## config.mk

```make
export PLATFORM = sky130hd
export DESIGN_NAME = req_encoder_seq
export DESIGN_NICKNAME = d
export VERILOG_FILES = /design/src/rtl/req_encoder_seq.sv
export SDC_FILE = /design/constraint.sdc
export NUM_CORES = 1
export LEC_CHECK = 0
export ABC_AREA = 0
export CAP_MARGIN = 20
export CORE_AREA = 2 2 39 41
export DETAILED_ROUTE_END_ITERATION = 7
export DIE_AREA = 0 0 41 43
export GPL_TIMING_DRIVEN = 0
export PLACE_DENSITY = 0.53
export SKIP_LAST_GASP = 1
export SYNTH_ARGS = -nofsm -noshare
export SYNTH_HDL_FRONTEND = slang
export SYNTH_SLANG_ARGS = --single-unit
```

## constraint.sdc

```tcl
create_clock -name clk -period 1.6 [get_ports clk]
set_clock_uncertainty 0.05 [all_clocks]
set_input_delay 0.32 -clock clk [delete_from_list [all_inputs] [get_ports clk]]
set_output_delay 0.32 -clock clk [all_outputs]
set_load 0.05 [all_outputs]
```

## src/rtl/req_encoder_seq.sv

```systemverilog
// Sequential multi-hot to binary-index encoder: accepts a request vector, then emits one index per output beat.
// Build option: REQ_ENC_MSB_FIRST_EN selects MSB-first priority (default LSB-first).
module req_encoder_seq #(
    parameter int unsigned N = 4,
    parameter int unsigned W = 2
) (
    input  logic         clk,
    input  logic         rst_n,
    input  logic         in_valid,
    output logic         in_ready,
    input  logic [N-1:0] in_req,
    output logic         out_valid,
    input  logic         out_ready,
    output logic [W-1:0] out_idx,
    output logic         out_last,
    output logic         busy
);

    typedef enum logic {
        IDLE = 1'b0,
        BUSY = 1'b1
    } state_t;

    state_t       state;
    state_t       state_next;
    logic [N-1:0] pending;
    logic [N-1:0] pending_next;
    logic [N-1:0] sel_mask;

    // State and pending vector registers
    always_ff @(posedge clk or negedge rst_n) begin
        if (!rst_n) begin
            state   <= IDLE;
            pending <= '0;
        end else begin
            state   <= state_next;
            pending <= pending_next;
        end
    end

    // Priority pick: the last assignment in scan order wins
    always_comb begin
        out_idx = '0;
`ifdef REQ_ENC_MSB_FIRST_EN
        for (int i = 0; i < int'(N); i++) begin
            if (pending[i]) out_idx = W'(i);
        end
`else
        for (int i = int'(N) - 1; i >= 0; i--) begin
            if (pending[i]) out_idx = W'(i);
        end
`endif
    end

    // Exactly one bit left means the current beat closes the vector
    assign out_last = (pending != '0) && ((pending & (pending - N'(1))) == '0);
    assign sel_mask = N'(1) << out_idx;

    assign in_ready  = (state == IDLE);
    assign busy      = (state == BUSY);
    assign out_valid = (state == BUSY);

    // Next-state logic; an all-zero request is accepted and dropped
    always_comb begin
        state_next   = state;
        pending_next = pending;
        case (state)
            IDLE: begin
                if (in_valid && (in_req != '0)) begin
                    pending_next = in_req;
                    state_next   = BUSY;
                end
            end
            BUSY: begin
                if (out_ready) begin
                    pending_next = pending & ~sel_mask;
                    if (out_last) state_next = IDLE;
                end
            end
            default: begin
                state_next   = IDLE;
                pending_next = '0;
            end
        endcase
    end

endmodule
```

Word-level counts from Yosys, hierarchy flattened
Cells that the tools add are included.
{ "word_totals": {"output_inout_bits": 6, "register_bits": 5, "input_bits": 8} }
{ "op_classes": {"reduce_logical": 6, "n_bitwise": 4, "shifts": 1, "add_sub_neg": 1, "eq_ne": 2, "muxes": 11} }
{ "ops": {"columns": ["op", "n"], "rows": [
  ["4-bit bitwise AND", 2],
  ["2-bit two-way mux", 4],
  ["4-bit two-way mux", 2],
  ["4-bit one-hot mux with 2 select lines", 1],
  ["4-bit nonzero test", 2],
  ["4-bit logical NOT", 1],
  ["4-bit inverter", 1],
  ["1-bit by 2-bit << shifter with 4-bit output (first input constant)", 1],
  ["4-bit by 1-bit subtractor with 4-bit output (second input constant)", 1],
  ["1-bit two-way mux", 3],
  ["1-bit logical AND", 2],
  ["2-bit by 1-bit != test with 1-bit output (second input constant)", 1],
  ["2-bit != test (second input constant)", 1],
  ["1-bit one-hot mux with 2 select lines", 1],
  ["2-bit AND reduction", 1],
  ["1-bit inverter", 1]
]} }

Depth between registers and ports, before layout
Gate-level depths: netlist (run 1).
{ "logic_depth": {"word_depth": 9, "depth_mapped": 4} }

Least setup slack after synthesis (run 1)
No wires, ideal clock.
{ "synth_path": {"path_type": "flip-flop to output port", "start": "register pending[3]", "end": "output port out_idx[1]", "slack_ns": -0.394, "arrival_time_ns": 1.624, "required_time_ns": 1.230, "path_buffers": 1, "path_stages_with_launch": 4, "cell_sequence": "dfrtp_1 -> clkbuf_1 -> nor2_1 -> nor3_1"} }
{ "synth_via": {"elab_chain_cells": 4} }
{ "synth_lines": {"columns": ["element", "line_no", "text"], "rows": [
  ["from (decl)", "26", "logic [N-1:0] pending;"],
  ["from (signal assigned)", "37", "pending <= pending_next;"],
  ["2-bit two-way mux (4 in series)", "50", "if (pending[i]) out_idx = W'(i);"],
  ["to (decl)", "14", "output logic [W-1:0] out_idx,"]
]} }
Every way passes these cells.

Worst setup path after layout (run 1)
{ "layout_path": {"start": "register pending[3]", "end": "output port out_last"} }
{ "layout_via": {"elab_chain_cells": 4, "word_cells_on_any_way": 5, "classes_between": "1 x add/sub; 1 x bitwise; 3 x reduce/logical"} }
{ "layout_lines": {"columns": ["element", "line_no", "text"], "rows": [
  ["4-bit by 1-bit subtractor with 4-bit output", "56", "assign out_last = (pending != '0) && ((pending & (pending - N'(1))) == '0);"],
  ["4-bit bitwise AND", "56", null],
  ["4-bit logical NOT", "56", null],
  ["1-bit logical AND (*)", "56", null],
  ["to (decl)", "15", "output logic out_last,"]
]} }
Every way passes the cells marked *; elsewhere a longest branch is shown, timed or not.

==> impl_metrics.tcl, run 1 <==
set metrics [dict create \
    cts-root-buf "clkbuf_4" \
    synth-seq-cells 5 \
    synth_area_per_cell_um2 8.67 \
    antenna_found_initial 0 \
    die_h_um 43 \
    internal_power_mw 0.597 \
    muxShareOfSynthArea_pct 0 \
    p_per_area_mw_per_mm2 2320 \
    crit_fanout 7 \
    pwr-share-clk_pct 11.0 \
    routed-via-count 381 \
    synth-adder-area-share_pct 0 \
    synthXorXnorAreaFrac_pct 2.46 \
    vdd_ir_drop_max_mv 0.695 \
    required_ns 1.23 \
    worst_pin_slew_ns 0.483 \
    yosys.area_share.simple_pct 20.1 \
    clkSinkCount 5 \
    grt_pass1_vias 343 \
    leakagePower_nw 0.252 \
    gp_congestion 0.770 \
    finalInstanceArea_um2 558 \
    fin_hold_ws_ns 0.248 \
    drt_pass1_iterations 4 \
    yosysUniqueCellTypes 25 \
    status "finished with violations" \
    end_kind "output port" \
    slew_viol_final 0 \
    cp_cell_sequence "xor2_1, a211o_1, buf_6" \
    yosysWarnings 0 \
    track_usage_pct 12.8 \
    hold_buffers 0 \
    pwr-share-seq_pct 21.4 \
    initial_core_util_pct 25.7 \
    min_period_over_period_pct 107 \
    setup_slack_ns -0.117 \
    rsz0062_at_grt "true" \
    grt_max_degree 10 \
    io_buffers 13 \
    cts_tree "built" \
    placed_area_um2 515 \
    netlist_area_um2 355 \
    cp.arrival_ns 1.35 \
    grt_pass1_wl_mm 1.46 \
    n_fill_cell 149 \
    final_nets 68 \
    drt-vias-per-instance 5.08 \
    hold_viol 0 \
    die_area_mm2 0.00176 \
    netlist_instances 41 \
    cts_buffer_depth 2 \
    ios 14 \
    drc 0 \
    crit_path_max_incr_delay_ns 0.46 \
    h-tree-depth 1 \
    clkTransAtPathRegs_ns 0.04 \
    post_drt_wl_per_cell_um 12.0 \
    dp_hpwl_um 643 \
    startpoint_type "flip-flop" \
    swShare_pct 53.9 \
    drive_above_1_share_pct 45.8 \
    synth_nets 49 \
    critPathSlowestCell "dfrtp_2" \
    p_sw_mw 0.697 \
    share_comb_of_total_power_pct 67.6 \
    violations "negative setup slack" \
    timing.fmax_mhz 582 \
    rows 14 \
    setup_viol 1 \
    clock_latency_ns 0.24 \
    fp.dieW_um 41 \
    n_antenna_cell 0 \
    r2r_cells 4 \
    slew_headroom_pct 67.9 \
    drt_iter0_drc 12 \
    layout_min_cycle_time_ns 1.72 \
    critPathKind "flip-flop to output port" \
    min_path_type "input port to async pin" \
    synth_top_family_by_area "compound AO/OA/AOI/OAI gates" \
    drtAntennaViolNets 0 \
    yosysSeqAreaShare_pct 35.2 \
    core_area_mm2 0.00138 \
    syn2layout_area_growth_pct 57.0 \
    synth-compound-area-share_pct 32.4 \
    gr-total-overflow 0 \
    numCtsBuffers 3 \
    wl_um 903 \
    cap_violations 0 \
]
per-layer routing:
layer  track usage [%]  share of wire, %  vias up
met3              2.62               7.0        4
met2              15.6                44       16
li1                  -                 -      188
met4              14.0               4.7        0
met5                 0                 0        -
met1              16.6                44      173
worst max-delay path: cells and delay by family (launching register included):
family          cells  cell delay, ns
xor+xnor            1            0.18
compound gates      1            0.30
buf+inv             1            0.17
flops               1            0.46
cell usage after synthesis, drive strengths merged:
library cell	n	area, um^2
dfrtp	5	125
a21oi	4	20.0
clkbuf	4	16.3
inv	3	11.3
nor2	3	11.3
a22oi	2	20.0
nand2	2	7.51
nor4b	2	17.5
o21ai	2	10.0
a211o	1	8.76
a21o	1	8.76
a221o	1	11.3
a32oi	1	8.76
buf	1	7.51
nand2b	1	6.26
nor2b	1	6.26
nor3	1	5.00
nor4	1	6.26
o221ai	1	8.76
o2bb2ai	1	8.76
o311a	1	10.0
or4	1	11.3
xor2	1	8.76
through the flow:
stage | worst slack, ns | setup TNS, ns | instances | util, % | power (mW)
2_1_floorplan | -0.00599 | -0.00599 | 41 | - | 0.874
3_3_place_gp | -0.638 | -2.16 | 70 | 37.3 | 1.14
3_5_place_dp | -0.638 | -2.14 | 70 | 37.3 | 1.15
4_1_cts | -0.166 | -0.245 | 71 | 37.5 | 1.22
5_1_grt | -0.156 | -0.156 | 75 | 40.3 | 1.38
6_report | -0.117 | -0.117 | 75 | 40.3 | 1.29
final timing paths:
check,from,end,slack (ns)
hold / removal,rst_n,pending[2],0.25
hold reg to reg,pending[3],pending[3],0.60
max in group asynchronous,rst_n,pending[0],1.04
setup / recovery,pending[3],out_last,-0.12
min in group clk,pending[3],pending[3],0.60
setup reg to reg,busy,pending[3],0.16
placed cells by master (no fill, tap or decap), drive strengths merged, types with 2 or more instances in the layout:
cell type	instances
a22oi	2
inv	3
o21ai	2
a21oi	4
nand2	2
dfrtp	5
nor4b	2
clkdlybuf4s50	7
buf	8
nor2	3
clkbuf	7
cells by family (layout without fill, tap and decap cells):
logic type             after synthesis  after routing
AO/OA/AOI/OAI                       15             15
buffers and inverters                8             26
flip-flops                           5              5
XOR/XNOR                             1              1
AND/OR/NAND/NOR                     12             12
power groups by stage:
stage	Sequential, mW	Combinational (mW)	Clock [mW]
final	0.277	0.875	0.142
after detailed placement	0.212	0.935	0
after CTS	0.278	0.798	0.148
after global placement	0.209	0.934	0
after global routing	0.288	0.936	0.161
after floorplan	0.241	0.633	0
sequential cells by signal, summed over array words and instances, names as in the netlist:
name     cells
busy         1
pending      4
timing repair:
item / 4_1_cts / 5_1_grt
gates cloned: 0 / 0
gates resized for setup: 23 / 11
pin swaps: 0 / 1
endpoints found under the setup margin: 6 / 5
setup buffers: 0 / 4
area by class of cell:
class                   instances  area, um^2  area share, %
inverters                       3        11.3           2.02
repair buffers                 17         140           25.1
well taps                      16        20.0           3.59
multi-input cells              28         218           39.0
plain buffers                   2        12.5           2.24
flip-flops and latches          5         130           23.3
clock buffers                   4        26.3           4.71
(Power assumes the default switching activity.)
==> run 2: changes to the inputs <==
Settings changed: RECOVER_POWER from default to 25.
==> run 2 against run 1 <==
The run still ends with negative setup slack left. Clock-buffer cell count unchanged. First-iteration DRC count is the same. Die area unchanged. Critical path depth did not move. Highest routed layer unchanged.
==> impl_metrics.tcl, run 2 (same netlist as run 1, synthesis figures left out) <==
set metrics [dict create \
    status "finished with violations" \
    violations "negative setup slack" \
    cp_cell_sequence "xor2_1, a211o_1, buf_6" \
    drt-vias-per-instance 5.08 \
    swShare_pct 53.9 \
    wl_met1_um 398 \
    grt_max_degree 10 \
    largest_register_ffs 4 \
    min_period_over_period_pct 107 \
    rows 14 \
    min_path_type "input port to async pin" \
    cts-root-buf "clkbuf_4" \
    crit_buf_inv 1 \
    routed-via-count 381 \
    top_layer_used "met4" \
    critical_path.top_delay_family "flip-flops" \
    vdd_ir_drop_max_mv 0.695 \
    final_common_cell "clkdlybuf4s50_1" \
    gp_congestion 0.770 \
    drt_iter0_drc 12 \
    setup_slack_ns -0.117 \
    drive_above_1_share_pct 45.8 \
    cts_tree "built" \
    n_fill_cell 149 \
    slew_headroom_pct 67.9 \
    dp_hpwl_um 643 \
    io_buffers 13 \
    cp.arrival_ns 1.35 \
    clock_latency_ns 0.24 \
    drc 0 \
    timing.fmax_mhz 582 \
    dr_wl_met3_um 63 \
    gr-total-overflow 0 \
    ios 14 \
    drt_pass1_iterations 4 \
    h-tree-depth 1 \
    share_comb_of_total_power_pct 67.6 \
    grt_pass1_vias 343 \
    cap_violations 0 \
    post_drt_wl_per_cell_um 12.0 \
    die_h_um 43 \
    tns_ns -0.117 \
    hold_viol 0 \
    crit_fanout 7 \
    track_usage_pct 12.8 \
    crit_path_max_incr_delay_ns 0.46 \
    fp.dieW_um 41 \
    antenna_found_initial 0 \
    layout_min_cycle_time_ns 1.72 \
    wl_um 902 \
    wl_met2_um 398 \
    slew_viol_final 0 \
    clkSinkCount 5 \
    dpl_worst_slack_ns -0.638 \
    end_kind "output port" \
    n_antenna_cell 0 \
    final_nets 68 \
    mostFrequentLayoutCells "clkdlybuf4s50_1 (6), buf_4 (5), a21oi_1 (4), dfrtp_2 (4)" \
    p_sw_mw 0.697 \
    die_area_mm2 0.00176 \
    pwr-share-seq_pct 21.4 \
    numCtsBuffers 3 \
    p_per_area_mw_per_mm2 2320 \
    critPathKind "flip-flop to output port" \
    grt_pass1_wl_mm 1.46 \
    required_ns 1.23 \
    rsz0062_at_grt "true" \
    startpoint_type "flip-flop" \
    internal_power_mw 0.597 \
    largest_register "pending" \
    pwr-share-clk_pct 11.0 \
    core_area_mm2 0.00138 \
    cts_buffer_depth 2 \
    critPathSlowestCell "dfrtp_2" \
    leakagePower_nw 0.252 \
    drtAntennaViolNets 0 \
    setup_viol 1 \
    initial_core_util_pct 25.7 \
    hold_buffers 0 \
    worst_pin_slew_ns 0.483 \
    clkTransAtPathRegs_ns 0.04 \
    syn2layout_area_growth_pct 57.0 \
]
## run 2: power by group through the flow
stage          clock network, mW  logic (mW)  registers (mW)
2_1_floorplan                  0       0.633           0.241
3_3_place_gp                   0       0.934           0.209
3_5_place_dp                   0       0.935           0.212
4_1_cts                    0.148       0.798           0.278
5_1_grt                    0.161       0.935           0.289
6_report                   0.142       0.875           0.277
## run 2: area by class of cell
class	count	area (um^2)	area share (%)
clock buffer	4	26.3	4.71
tap	16	20.0	3.59
buffer	2	12.5	2.24
inverter	3	11.3	2.02
multi-input combinational	28	218	39.0
timing repair buffer	17	140	25.1
sequential	5	130	23.3
## run 2: path summary, 6_finish.rpt
| check | startpoint | end | slack [ns] | depth (start not counted) |
|---|---|---|---|---|
| setup / recovery | pending[3] | out_last | -0.12 | 3 |
| hold / removal | rst_n | pending[2] | 0.32 | 1 |
| setup reg to reg | busy | pending[3] | 0.16 | 4 |
| hold reg to reg | pending[3] | pending[3] | 0.60 | 1 |
| max in group asynchronous | rst_n | pending[0] | 0.97 | 1 |
| min in group clk | pending[3] | pending[3] | 0.60 | 1 |
## run 2: what timing repair did
action                                  CTS  global route
buffers inserted                          0             4
endpoints found under the setup margin    6             5
pin swaps                                 0             1
gates resized for setup                  23            11
## run 2: metrics by stage
step	cell area (um^2)	std cells	util, %	total power [mW]	hold slack (ns)
floorplan	365	41	-	0.874	-0.0256
global placement	515	70	37.3	1.14	0.506
detailed placement	515	70	37.3	1.15	0.501
CTS	519	71	37.5	1.22	0.248
global route	558	75	40.3	1.38	0.326
finish	558	75	40.3	1.29	0.319
## run 2: metal layers
layer / up-vias / track usage (%)
li1: 188 / -
met1: 173 / 16.6
met2: 16 / 15.6
met3: 4 / 2.62
met4: 0 / 14.0
met5: - / 0
==> run 3: changes to the inputs <==
Settings changed: CELL_PAD_IN_SITES_DETAIL_PLACEMENT from default to 1, CELL_PAD_IN_SITES_GLOBAL_PLACEMENT from default to 2, CORE_AREA 2 2 39 41 to default, CORE_UTILIZATION from default to 22, DIE_AREA 0 0 41 43 to default, GPL_TIMING_DRIVEN 0 to default, PLACE_DENSITY 0.53 to 0.72.
==> run 3 against run 2 <==
The flow still finishes with violations (negative setup slack). Worst setup slack better by 0.015 ns. Non-clock buffer count is 5 higher. Clock power is 3% lower. Worst hold slack better by 0.012 ns. Total power is 26% higher. Combinational power is 39% higher. Fmax is 0.89% higher. Critical path type unchanged. Largest power group unchanged. Via count is 7.3% higher. Register-to-register slack better by 0.05 ns. Die area is 0.96% higher.
==> impl_metrics.tcl, run 3 (same netlist as run 1, synthesis figures left out) <==
set metrics [dict create \
    grt_pass1_wl_mm 1.76 \
    gr-total-overflow 0 \
    die_h_um 42.2 \
    grt_max_degree 10 \
    violations "negative setup slack" \
    cap_violations 0 \
    dp.cells 76 \
    largest_register "pending" \
    finalInstanceArea_um2 687 \
    vdd_ir_drop_max_mv 0.716 \
    startpoint "pending[2]" \
    mostFrequentLayoutCells "buf_4 (10), clkdlybuf4s50_1 (6), buf_12 (6)" \
    cp.arrival_ns 1.33 \
    rows 14 \
    grt_pass1_vias 416 \
    placed_area_um2 634 \
    crit_buf_inv 1 \
    h-tree-depth 1 \
    timing.fmax_mhz 588 \
    setup_slack_ns -0.102 \
    crit_end "out_last" \
    critPathKind "flip-flop to output port" \
    multiInputGateArea_um2 224 \
    power_mw 1.63 \
    drt-vias-per-instance 5.11 \
    gp_congestion 0.806 \
    core_area_mm2 0.00151 \
    required_ns 1.23 \
    slew_viol_final 0 \
    hold_buffers 0 \
    startpoint_type "flip-flop" \
    end_kind "output port" \
    slew_headroom_pct 77.7 \
    leakagePower_nw 0.308 \
    p_per_area_mw_per_mm2 2380 \
    drt_pass1_iterations 4 \
    crit_fanout 5 \
    cts_tree "built" \
    drc 0 \
    tns_ns -0.102 \
    wl_um 973 \
    die_area_mm2 0.00178 \
    worst_pin_slew_ns 0.332 \
    n_fill_cell 175 \
    layout_min_cycle_time_ns 1.70 \
    fin_hold_ws_ns 0.330 \
    post_drt_wl_per_cell_um 12.2 \
    final_common_cell "buf_4" \
    initial_core_util_pct 23.6 \
    ios 14 \
    final_nets 73 \
    dpl_worst_slack_ns -0.165 \
    regToRegSetupSlack_ns 0.21 \
    antenna_found_initial 0 \
    dp_hpwl_um 820 \
    critPathSlowestCell "dfrtp_2" \
    n_antenna_cell 0 \
    layoutNonFillerInstCount 80 \
    syn2layout_area_growth_pct 93.3 \
    io_buffers 13 \
    r2r_cells 3 \
    crit_cells 3 \
    clock_latency_ns 0.23 \
    setup_viol 1 \
    clkSinkCount 5 \
    hold_viol 0 \
    min_path_type "input port to async pin" \
    worstReg2RegEnd "pending[3]" \
    cts-root-buf "clkbuf_4" \
    cp_cell_sequence "nor4b_2, a211o_1, buf_12" \
    track_usage_pct 12.8 \
    drtAntennaViolNets 0 \
    drive_above_1_share_pct 50.0 \
    final_core_util_pct 45.6 \
    seq_area_um2 129 \
    crit_path_max_incr_delay_ns 0.43 \
    routed-via-count 409 \
    largest_register_ffs 4 \
    min_period_over_period_pct 106 \
    cts_buffer_depth 2 \
    clkTransAtPathRegs_ns 0.04 \
    status "finished with violations" \
    numCtsBuffers 3 \
    critical_path.top_delay_family "flip-flops" \
    reg2reg_from "pending[1]" \
    fp.dieW_um 42.2 \
    drt_iter0_drc 7 \
    rsz0062_at_grt "true" \
]
## run 3: worst min-delay path by stage
stage | depth (start not counted) | slack, ns | to
after floorplan | 0 | -0.03 | busy
after global placement | 1 | 0.52 | pending[2]
after detailed placement | 1 | 0.52 | pending[2]
after CTS | 1 | 0.26 | pending[2]
after global routing | 1 | 0.34 | pending[1]
final | 1 | 0.33 | busy
## run 3: repair_timing
item / in CTS / in global routing
gates resized for setup: 3 / 4
setup endpoints to repair: 1 / 3
gates cloned: 0 / 0
pin swaps: 2 / 2
buffers inserted: 0 / 0
## run 3: power breakdown
| group | leakage, nW | switching (mW) | internal [mW] |
|---|---|---|---|
| Combinational | 0.234 | 0.624 | 0.600 |
| Sequential | 0.0588 | 0.0876 | 0.182 |
| Clock | 0.0150 | 0.0444 | 0.0938 |
| Total | 0.308 | 0.756 | 0.876 |
## run 3: routing by layer
metal  part of all wire, %  vias up  GRT usage [%]
met5                     0        -              0
met4                     0        0           5.63
met3                   3.7        0           2.59
met2                    47       10           19.7
met1                    49      199           17.3
li1                      -      200              -
## run 3: layout make-up
cell class,count,share of cell area [%]
clock buffer,4,3.83
inverter,3,1.64
multi-input combinational,28,32.6
sequential,5,18.8
tap,16,2.91
timing repair buffer,24,40.3
